===== config.mk =====
export PLATFORM = sky130hd
export DESIGN_NAME = vx_ibuffer_mq
export DESIGN_NICKNAME = d
export VERILOG_FILES = /design/src/rtl/vx_ibuf_pkg.sv /design/src/rtl/vx_ibuf_queue.sv /design/src/rtl/vx_ibuffer_mq.sv
export SDC_FILE = /design/constraint.sdc
export NUM_CORES = 1
export LEC_CHECK = 0
export BUFFER_PORTS_ARGS = -buffer_cell sky130_fd_sc_hd__buf_2
export CORE_MARGIN = 2
export CORE_UTILIZATION = 52
export CTS_CLUSTER_DIAMETER = 50
export DETAILED_ROUTE_END_ITERATION = 12
export PLACE_DENSITY_LB_ADDON = 0.08
export SETUP_SLACK_MARGIN = 0.05
export SYNTH_ARGS = -nofsm -noshare
export SYNTH_HDL_FRONTEND = slang
export SYNTH_SLANG_ARGS = --single-unit

===== constraint.sdc =====
create_clock -name clk -period 21.8 [get_ports clk]
set_clock_uncertainty 0.05 [all_clocks]
set_input_delay 2.18 -clock clk [delete_from_list [all_inputs] [get_ports clk]]
set_output_delay 2.18 -clock clk [all_outputs]
set_load 0.02 [all_outputs]

===== src/rtl/vx_ibuf_pkg.sv =====
// Shared types and helpers for the multi-queue instruction buffer.
package vx_ibuf_pkg;

   localparam int unsigned MAX_WARPS    = 32;
   localparam int unsigned MAX_WID_BITS = 5;

   // Decoded instruction payload carried from decode to issue
   typedef struct packed {
      logic [7:0]  uuid;
      logic [3:0]  tmask;
      logic [31:0] pc;
      logic [2:0]  ex_type;
      logic [3:0]  op_type;
      logic [2:0]  op_mod;
      logic        wb;
      logic        use_pc;
      logic        use_imm;
      logic [31:0] imm;
      logic [4:0]  rd;
      logic [4:0]  rs1;
      logic [4:0]  rs2;
      logic [4:0]  rs3;
      logic [2:0]  func3;
      logic [6:0]  func7;
   } ibuf_data_t;

   localparam int unsigned DATAW = $bits(ibuf_data_t);

   typedef enum logic {
      LOCK_IDLE = 1'b0,
      LOCK_HELD = 1'b1
   } lock_state_t;

   // First requester strictly after ptr, wrapping modulo n
   function automatic logic [MAX_WID_BITS-1:0] rr_select(
      input logic [MAX_WARPS-1:0]    req,
      input logic [MAX_WID_BITS-1:0] ptr,
      input int unsigned             n
   );
      logic [MAX_WID_BITS-1:0] sel;
      logic                    found;
      int unsigned             idx;
      sel   = '0;
      found = 1'b0;
      for (int unsigned i = 1; i <= MAX_WARPS; i++) begin
         idx = (32'(ptr) + i) % n;
         if (i <= n && !found && req[idx[MAX_WID_BITS-1:0]]) begin
            found = 1'b1;
            sel   = idx[MAX_WID_BITS-1:0];
         end
      end
      return sel;
   endfunction

endpackage


===== src/rtl/vx_ibuf_queue.sv =====
// Single per-warp FIFO with push, pop and whole-queue flush.
module vx_ibuf_queue #(
   parameter int unsigned DEPTH = 2,
   parameter int unsigned DATAW = 32
) (
   input  logic             clk,
   input  logic             reset,
   input  logic             push,
   input  logic             pop,
   input  logic             flush,
   input  logic [DATAW-1:0] data_in,
   output logic [DATAW-1:0] data_out,
   output logic             empty,
   output logic             full
);

   localparam int unsigned CNTW = $clog2(DEPTH + 1);
   localparam int unsigned PTRW = (DEPTH > 1) ? $clog2(DEPTH) : 1;

   logic [DATAW-1:0] mem [DEPTH];
   logic [PTRW-1:0]  rd_ptr;
   logic [PTRW-1:0]  wr_ptr;
   logic [CNTW-1:0]  count;

   // Pointers wrap at DEPTH so non-power-of-two depths work
   function automatic logic [PTRW-1:0] ptr_inc(input logic [PTRW-1:0] p);
      return (p == PTRW'(DEPTH - 1)) ? '0 : p + PTRW'(1);
   endfunction

   // Pointer and occupancy tracking; flush discards everything
   always_ff @(posedge clk or posedge reset) begin
      if (reset) begin
         rd_ptr <= '0;
         wr_ptr <= '0;
         count  <= '0;
      end else if (flush) begin
         rd_ptr <= '0;
         wr_ptr <= '0;
         count  <= '0;
      end else begin
         if (push) wr_ptr <= ptr_inc(wr_ptr);
         if (pop)  rd_ptr <= ptr_inc(rd_ptr);
         case ({push, pop})
            2'b10:   count <= count + CNTW'(1);
            2'b01:   count <= count - CNTW'(1);
            default: count <= count;
         endcase
      end
   end

   // Payload storage
   always_ff @(posedge clk) begin
      if (push && !flush) mem[wr_ptr] <= data_in;
   end

   assign data_out = mem[rd_ptr];
   assign empty    = (count == '0);
   assign full     = (count == CNTW'(DEPTH));

endmodule


===== src/rtl/vx_ibuffer_mq.sv =====
// Multi-queue instruction buffer: one FIFO per warp, round-robin issue
// arbiter with output lock. Optional same-cycle bypass: IBUF_BYPASS_EN.
module vx_ibuffer_mq #(
   parameter  int unsigned NUM_WARPS = 4,
   parameter  int unsigned DEPTH     = 2,
   parameter  int unsigned DATAW     = $bits(vx_ibuf_pkg::ibuf_data_t),
   localparam int unsigned NW_BITS   = (NUM_WARPS > 1) ? $clog2(NUM_WARPS) : 1
) (
   input  logic                 clk,
   input  logic                 reset,
   input  logic                 in_valid,
   input  logic [NW_BITS-1:0]   in_wid,
   input  logic [DATAW-1:0]     in_data,
   output logic                 in_ready,
   output logic                 out_valid,
   output logic [NW_BITS-1:0]   out_wid,
   output logic [DATAW-1:0]     out_data,
   input  logic                 out_ready,
   input  logic                 flush_valid,
   input  logic [NW_BITS-1:0]   flush_wid,
   output logic [NUM_WARPS-1:0] empty_mask,
   output logic [NUM_WARPS-1:0] full_mask
);

   import vx_ibuf_pkg::*;

   logic [NUM_WARPS-1:0] q_push, q_pop, q_flush, q_empty, q_full;
   logic [DATAW-1:0]     q_head [NUM_WARPS];

   lock_state_t          lock_state, lock_state_nxt;
   logic [NW_BITS-1:0]   lock_wid, lock_wid_nxt;
   logic [NW_BITS-1:0]   rr_ptr, rr_wid, sel_wid;
   logic [DATAW-1:0]     sel_data;
   logic                 cand_valid, bypass, push, pop;

   // Per-warp FIFOs
   for (genvar w = 0; w < NUM_WARPS; w++) begin : g_queue
      vx_ibuf_queue #(
         .DEPTH (DEPTH),
         .DATAW (DATAW)
      ) u_queue (
         .clk      (clk),
         .reset    (reset),
         .push     (q_push[w]),
         .pop      (q_pop[w]),
         .flush    (q_flush[w]),
         .data_in  (in_data),
         .data_out (q_head[w]),
         .empty    (q_empty[w]),
         .full     (q_full[w])
      );
   end

   assign rr_wid = NW_BITS'(rr_select(MAX_WARPS'(~q_empty), MAX_WID_BITS'(rr_ptr), NUM_WARPS));

   // Accept, arbitrate, optional bypass, and per-queue push/pop/flush strobes
   always_comb begin
      in_ready   = !reset && !q_full[in_wid] && !(flush_valid && (flush_wid == in_wid));
      push       = in_valid && in_ready;
      bypass     = 1'b0;
      sel_wid    = rr_wid;
      cand_valid = |(~q_empty);
      if (lock_state == LOCK_HELD) begin
         sel_wid    = lock_wid;
         cand_valid = !q_empty[lock_wid];
      end
      sel_data = q_head[sel_wid];
`ifdef IBUF_BYPASS_EN
      if (&q_empty && (lock_state == LOCK_IDLE) && push) begin
         bypass     = 1'b1;
         sel_wid    = in_wid;
         sel_data   = in_data;
         cand_valid = 1'b1;
      end
`endif
      out_valid = !reset && cand_valid && !(flush_valid && (flush_wid == sel_wid));
      out_wid   = sel_wid;
      out_data  = sel_data;
      pop       = out_valid && out_ready;
      q_push    = '0;
      q_pop     = '0;
      q_flush   = '0;
      if (push && !(bypass && out_ready)) q_push[in_wid]    = 1'b1;
      if (pop && !bypass)                 q_pop[sel_wid]    = 1'b1;
      if (flush_valid)                    q_flush[flush_wid] = 1'b1;
   end

   // Output lock: hold the offered warp until it is taken or flushed
   always_comb begin
      lock_state_nxt = lock_state;
      lock_wid_nxt   = lock_wid;
      case (lock_state)
         LOCK_IDLE: begin
            if (out_valid && !out_ready) begin
               lock_state_nxt = LOCK_HELD;
               lock_wid_nxt   = sel_wid;
            end
         end
         LOCK_HELD: begin
            if (pop || (flush_valid && (flush_wid == lock_wid))) lock_state_nxt = LOCK_IDLE;
         end
         default: lock_state_nxt = LOCK_IDLE;
      endcase
   end

   // Lock state register
   always_ff @(posedge clk or posedge reset) begin
      if (reset) begin
         lock_state <= LOCK_IDLE;
         lock_wid   <= '0;
      end else begin
         lock_state <= lock_state_nxt;
         lock_wid   <= lock_wid_nxt;
      end
   end

   // Round-robin pointer advances to the popped warp
   always_ff @(posedge clk or posedge reset) begin
      if (reset) begin
         rr_ptr <= NW_BITS'(NUM_WARPS - 1);
      end else if (pop) begin
         rr_ptr <= sel_wid;
      end
   end

   assign empty_mask = q_empty;
   assign full_mask  = q_full;

endmodule


# --- Word level (Yosys, flattened, before mapping) ---
# Memory sizes are Yosys's and may differ from the RTL's.
# Index checks and enable logic that the tools add are counted.
totals:
  register_bits: 21
  mem_bits_rw: 952
  input_bits: 128
  mem_count: 4
  out_inout_bits: 131
  elab_cells: 198
memory_table:
  columns: ["name", "depth", "word_bits", "rd", "rd_clocked_by_memory_dff", "write_ports", "line_no", "source"]
  rows:
  - ["g_queue[0].u_queue.mem", 2, 119, 1, 0, 1, "vx_ibuf_queue.sv:20", "logic [DATAW-1:0] mem [DEPTH];"]
  - ["g_queue[1].u_queue.mem", 2, 119, 1, 0, 1, "vx_ibuf_queue.sv:20", null]
  - ["g_queue[2].u_queue.mem", 2, 119, 1, 0, 1, "vx_ibuf_queue.sv:20", null]
  - ["g_queue[3].u_queue.mem", 2, 119, 1, 0, 1, "vx_ibuf_queue.sv:20", null]
op_classes:
  add_sub_neg: 20
  order_cmp: 12
  reduce_logical: 52
  mux: 76
  n_bitwise: 4
  eq_ne: 15
ops:
  columns: ["op", "count"]
  rows:
  - ["119-bit binary-select mux with 2-bit select", 1]
  - ["119-bit two-way mux", 2]
  - ["1-bit two-way mux", 47]
  - ["2-bit by 6-bit < comparator with 1-bit output, second input constant", 4]
  - ["1-bit logical AND", 20]
  - ["2-bit two-way mux", 9]
  - ["2-bit == test, second input constant", 8]
  - ["2-bit one-hot mux with 2 select lines", 4]
  - ["2-bit nonzero test", 8]
  - ["1-bit logical NOT", 13]
  - ["2-bit by 1-bit adder with 2-bit output, second input constant", 6]
  - ["1-bit binary-select mux with 2-bit select", 6]
  - ["2-bit by 3-bit < comparator with 1-bit output, second input constant", 4]
  - ["4-bit two-way mux", 3]
  - ["3-bit nonzero test", 4]
  - ["1-bit adder, second input constant", 8]
  - ["2-bit by 1-bit == test with 1-bit output, second input constant", 4]
  - ["2-bit logical NOT", 4]
  - ["4-bit inverter", 2]
  - ["2-bit by 1-bit subtractor with 2-bit output, second input constant", 4]
  - ["1-bit demux with 2-bit select", 3]
  - ["2-bit == test", 3]
  - ["2-bit by 1-bit greater-or-equal comparator with 1-bit output, second input constant", 3]
  - ["2-bit adder, second input constant", 2]
  - ["other kinds (7)", 7]

# --- Logic depth before layout (Yosys ltp) ---
depth:
  depth_word: 24
  ltp_mapped: 11
  ltp_nobuf: 8

# --- By module ---
# A second synthesis with hierarchy kept.
hier_totals:
  hier_cells: 2050
  area_unflattened_um2: 39808.2
by_module_without_submodules:
  columns: ["mod", "seq_area_each_um2", "instances", "area_per_inst_um2", "cells_per_inst"]
  rows:
  - ["vx_ibuf_queue", 7247.0, 4, 8834.7, 392]
  - ["vx_ibuffer_mq", 127.6, 1, 4469.3, 482]

# --- Least setup slack after synthesis ---
# OpenSTA, ideal clock, no wires.
synth_timing:
  kind: "input to register"
  from: "input flush_wid[1]"
  to: "memory g_queue[1].u_queue.mem[0][0] in the netlist's numbering, enable pin"
  setup_slack_ns: 12.492
  path_buffers: 2
  required_time_ns: 21.137
  path_stages: 6
  t_arrival_ns: 8.645
  path_cell_list: "buf_2 > xnor2_1 > a311oi_1 > and4b_1 > clkbuf_1 > nor2b_1"
synth_between:
  elab_chain_cells: 9
synth_rtl:
  columns: ["item", "line_no", "source"]
  rows:
  - ["start: declaration", "vx_ibuffer_mq.sv:20", "input logic [NW_BITS-1:0] flush_wid,"]
  - ["2-bit by 3-bit < comparator with 1-bit output (implied by the code) (tied with other cells)", "vx_ibuffer_mq.sv:85", "if (flush_valid) q_flush[flush_wid] = 1'b1;"]
  - ["1-bit logical AND (on tied branches)", "vx_ibuffer_mq.sv:85, vx_ibuffer_mq.sv:58", null]
  - ["1-bit two-way mux (implied by the code) or 1-bit logical NOT (tied branches)", "vx_ibuffer_mq.sv:85, vx_ibuffer_mq.sv:58", null]
  - ["1-bit demux with 2-bit select or 1-bit logical AND (tied branches)", "vx_ibuffer_mq.sv:85, vx_ibuffer_mq.sv:58", null]
  - ["4-bit two-way mux or 1-bit logical AND (tied branches)", "vx_ibuffer_mq.sv:85, vx_ibuffer_mq.sv:59", null]
  - ["1-bit logical NOT or 4-bit two-way mux (tied branches)", "vx_ibuf_queue.sv:53, vx_ibuffer_mq.sv:83", null]
  - ["1-bit logical AND (*)", "vx_ibuf_queue.sv:53", "if (push && !flush) mem[wr_ptr] <= data_in;"]
  - ["1-bit two-way mux (*)", "vx_ibuf_queue.sv:53", null]
  - ["1-bit two-way mux (implied by the code) (*)", "vx_ibuf_queue.sv:53", null]
  - ["end: declaration", "vx_ibuf_queue.sv:20", null]
# Every way passes the cells marked *; elsewhere a longest branch is shown, timed or not.

# --- Worst setup path in the final report ---
layout_timing:
  from: "register g_queue[3].u_queue.count[0]"
  to: "output out_data[30]"
layout_between:
  elab_chain_cells: 19
layout_rtl:
  columns: ["item", "line_no", "source"]
  rows:
  - ["start: declaration", "vx_ibuf_queue.sv:23", "logic [CNTW-1:0] count;"]
  - ["start signal: assignment", "vx_ibuf_queue.sv:44", "2'b10: count <= count + CNTW'(1);"]
  - ["start signal: assignment", "vx_ibuf_queue.sv:45", "2'b01: count <= count - CNTW'(1);"]
  - ["start signal: assignment", "vx_ibuf_queue.sv:46", "default: count <= count;"]
  - ["2-bit logical NOT (*)", "vx_ibuf_queue.sv:57", "assign empty = (count == '0);"]
  - ["4-bit inverter (*)", "vx_ibuffer_mq.sv:54", "assign rr_wid = NW_BITS'(rr_select(MAX_WARPS'(~q_empty), MAX_WID_BITS'(rr_ptr), NUM_WARPS));"]
  - ["1-bit binary-select mux with 2-bit select", "vx_ibuf_pkg.sv:47", "if (i <= n && !found && req[idx[MAX_WID_BITS-1:0]]) begin"]
  - ["1-bit two-way mux (implied by the code)", "vx_ibuf_pkg.sv:47", null]
  - ["1-bit two-way mux", "vx_ibuf_pkg.sv:47", null]
  - ["1-bit logical NOT", "vx_ibuf_pkg.sv:47", null]
  - ["1-bit logical AND", "vx_ibuf_pkg.sv:47", null]
  - ["1-bit two-way mux", "vx_ibuf_pkg.sv:47", null]
  - ["(+2 left out)", null, null]
  - ["1-bit two-way mux", "vx_ibuf_pkg.sv:47", null]
  - ["1-bit logical NOT", "vx_ibuf_pkg.sv:47", null]
  - ["1-bit logical AND", "vx_ibuf_pkg.sv:47", null]
  - ["2-bit two-way mux (*)", "vx_ibuf_pkg.sv:47", null]
  - ["2-bit two-way mux (*)", "vx_ibuffer_mq.sv:63", "if (lock_state == LOCK_HELD) begin"]
  - ["2-bit inverter with 3-bit output (implied by the code) (*)", "vx_ibuffer_mq.sv:67", "sel_data = q_head[sel_wid];"]
  - ["119-bit binary-select mux with 2-bit select (*)", "vx_ibuffer_mq.sv:67", null]
  - ["119-bit two-way mux (implied by the code) (*) (2 in series)", "vx_ibuffer_mq.sv:67", null]
  - ["end: declaration", "vx_ibuffer_mq.sv:17", "output logic [DATAW-1:0] out_data,"]
# Every way passes the cells marked *; elsewhere a longest branch is shown, timed or not. The select of a mux whose other input is x is not followed.

==> impl_metrics.py <==
metrics = {
    "timing": {
        "worst_slew_pin_slew_ps": 1030,
        "slew_violations": 0,
        "fin_crit_sh": 0.349,
        "fmax_mhz": 132,
        "hold_violations": 0,
        "hold_slack_ps": 501,
        "setup_ws_ps": 14200,
        "slew_headroom": 0.310,
        "tns_ps": 0,
        "rsz0062_at_grt": "false",
        "period_minus_slack_ps": 7600,
        "setup_violations": 0,
    },
    "yosys": {
        "ys_seq_area_frac": 0.751,
        "synth_fp_nets": 2465,
        "syn_inst": 2337,
        "avgSynthCellArea_um2": 16.6,
        "ys_warn_count": 0,
        "synth.distinct_cells": 54,
        "synth_flop_cell": "edfxtp_1",
        "synth_area_mm2": 0.0388,
        "async_reset_ff_frac": 0.0216,
        "yosys_register_bits": 973,
        "synth_edf_count": 952,
    },
    "floorplanning": {
        "boundaryPins": 259,
        "dieArea_mm2": 0.0767,
        "die-height_um": 277,
        "coreArea_mm2": 0.0741,
        "rows": 100,
        "initial_utilization": 0.523,
        "die_w_um": 277,
    },
    "pwr": {
        "p_leak_nw": 15.0,
        "power.density_mw_per_mm2": 141,
        "ir_drop_mv": 0.106,
    },
    "route": {
        "detail_route.vias_per_cell": 5.66,
        "final_antenna_net_count": 0,
        "wl_per_cell_um": 23.7,
        "wl_um": 86000,
        "drc": 0,
        "vias": 20600,
        "drt_iter0_markers": 1662,
        "firstDrtPassIters": 5,
    },
    "clock_tree": {
        "postCtsSetupBuffers": 0,
        "root_buffer": "clkbuf_16",
        "clk_latency_ps": 640,
        "clk_path_buf_depth": 3,
        "cts_resized": 0,
        "cts.sinks": 973,
        "hold_buffers": 0,
        "cts_tree": "yes",
        "clkTransAtPathRegs_ps": 50,
        "htreeDepth": 3,
        "cts_made_buffers": 107,
    },
    "placed_design": {
        "place_congestion": 0.826,
        "preCtsSetupSlack_ps": 14890,
        "dpl_cell_area_mm2": 0.0409,
        "dpl.hpwl_um": 44800,
        "port_buffers": 258,
    },
    "worst_setup_path": {
        "crit_top_cell": "buf_4",
        "path_max_fanout": 98,
        "crit_path_start": "g_queue[3].u_queue.count[0]",
        "crit_buf_inv": 5,
        "crit_chain": "or2_1, inv_1, a221o_1, o21a_4, buf_4, buf_4, buf_4, o21ai_0, o21ai_0, buf_2",
        "slowest_delay_ps": 840,
        "r2r-start": "g_queue[2].u_queue.count[1]",
        "r2r_setup_slack_ps": 18090,
        "arrival_ps": 5370,
        "critical_path_class": "reg -> out",
        "cp-end-kind": "primary output",
        "worst_path_max_delay_cell": "buf_4",
        "worst_setup_path_start_kind": "register",
        "path_delay_family": "buffers and inverters",
        "crit_required_ps": 19570,
    },
    "global_routing": {
        "antenna_found_initial": 14,
        "grt_usage": 0.223,
        "first_global_vias": 20900,
        "grt_max_degree": 164,
        "grt-ovfl-total": 0,
        "grt_pass1_wl_um": 129000,
    },
    "cells_and_area": {
        "mostFrequentLayoutCells": "952 x edfxtp_1, 258 x buf_2, 249 x nand2_1",
        "area_growth_pct": 14.3,
        "drive_gt1_frac": 0.264,
        "fin_nets": 2707,
        "fillCellCount": 5625,
        "final_common_cell": "edfxtp_1",
        "design_area_mm2": 0.0443,
        "postLayoutCoreUtil": 0.598,
    },
    "hold_path": {
        "min_from": "g_queue[2].u_queue.count[1]",
        "hold_path_class": "reg -> reg",
    },
    "status": {
        "status": "finished clean",
    },
    "run": {
        "cap_violations": 0,
    },
}
## cells in the mapped netlist (2+ instances only)
library cell | instances | share of area
edfxtp_1 | 952 | 0.74
nand2_1 | 249 | 0.024
mux2i_1 | 245 | 0.063
mux2_2 | 241 | 0.070
o21ai_0 | 238 | 0.031
o211ai_1 | 119 | 0.023
clkbuf_1 | 113 | 0.011
nor2_1 | 20 | 0.0019
buf_2 | 19 | 0.0025
dfrtp_1 | 19 | 0.012
xnor2_1 | 17 | 0.0038
buf_1 | 10 | 0.00097
buf_4 | 8 | 0.0015
nor2b_1 | 7 | 0.0011
o21ai_1 | 7 | 0.00090
and2_1 | 6 | 0.00097
inv_1 | 6 | 0.00058
a31oi_1 | 4 | 0.00065
and3_1 | 4 | 0.00065
a311oi_1 | 3 | 0.00068
nand3_1 | 3 | 0.00039
nor4_1 | 3 | 0.00048
or4_1 | 3 | 0.00058
a211o_1 | 2 | 0.00045
a211oi_2 | 2 | 0.00065
a221o_1 | 2 | 0.00052
and4b_1 | 2 | 0.00052
dfstp_2 | 2 | 0.0014
nand2b_1 | 2 | 0.00032
nor4b_1 | 2 | 0.00045
o21a_1 | 2 | 0.00039
or3_1 | 2 | 0.00032
xor2_1 | 2 | 0.00045
## worst paths after layout
kind                                                      end  cells past startpoint
min in group asynchronous           g_queue[3].u_queue.wr_ptr                      2
worst min-delay path              g_queue[2].u_queue.count[1]                      1
worst min register to register    g_queue[2].u_queue.count[1]                      1
worst max register to register  g_queue[2].u_queue.mem[1][47]                      6
worst max-delay path                             out_data[30]                     10
max in group asynchronous           g_queue[0].u_queue.rd_ptr                      2
## layer usage
| metal | wire (um) | GRT usage |
|---|---|---|
| met5 | 126 | 0 |
| met1 | 36700 | 0.293 |
| met4 | 1660 | 0.0580 |
| met3 | 4500 | 0.0453 |
| met2 | 43100 | 0.383 |
## flip-flops by register name, indices dropped and copies added (netlist names)
register                count
lock_state                  1
g_queue.u_queue.mem       952
lock_wid                    2
g_queue.u_queue.rd_ptr      4
g_queue.u_queue.wr_ptr      4
g_queue.u_queue.count       8
rr_ptr                      2
## worst register-to-register path, stage by stage, from the launching register on
cell	delay, ps
dfrtp_1	420
nor2b_1	190
nor2_1	130
and3_1	290
and2_4	530
buf_4	770
buf_4	910
## metrics by stage
step	power [mW]	instances
finish	6.24	3636
global route	6.57	3633
CTS	6.31	3633
detailed placement	4.61	3439
global placement	4.59	3439
floorplan	3.82	2337
## cell type report
| class | count | area, um2 | share of cell area |
|---|---|---|---|
| diodes | 3 | 7.51 | 0.000170 |
| well taps | 969 | 1210 | 0.0274 |
| clock inverters | 61 | 495 | 0.0112 |
| repair buffers | 285 | 1540 | 0.0349 |
| flip-flops and latches | 973 | 29100 | 0.658 |
| inverters | 7 | 33.8 | 0.000763 |
| clock buffers | 133 | 2830 | 0.0639 |
| multi-input cells | 1205 | 9030 | 0.204 |
## report_power, final
part           total [mW]  leakage, nW  internal [mW]  switching, mW
Sequential           2.21         8.85           2.12         0.0920
Combinational        2.33         4.49          0.753           1.58
Clock                1.69         1.62          0.989          0.700
Total                6.24         15.0           3.86           2.37
## cell families after synthesis
| group | Yosys count | synth area share |
|---|---|---|
| AOI/OAI and AO/OA | 389 | 0.0603 |
| xor gates and xnor gates | 19 | 0.00429 |
| buffers and inverters | 159 | 0.0170 |
| DFF | 973 | 0.751 |
| muxes | 487 | 0.134 |
| and+or+nand+nor | 310 | 0.0332 |
(Power assumes the default switching activity.)
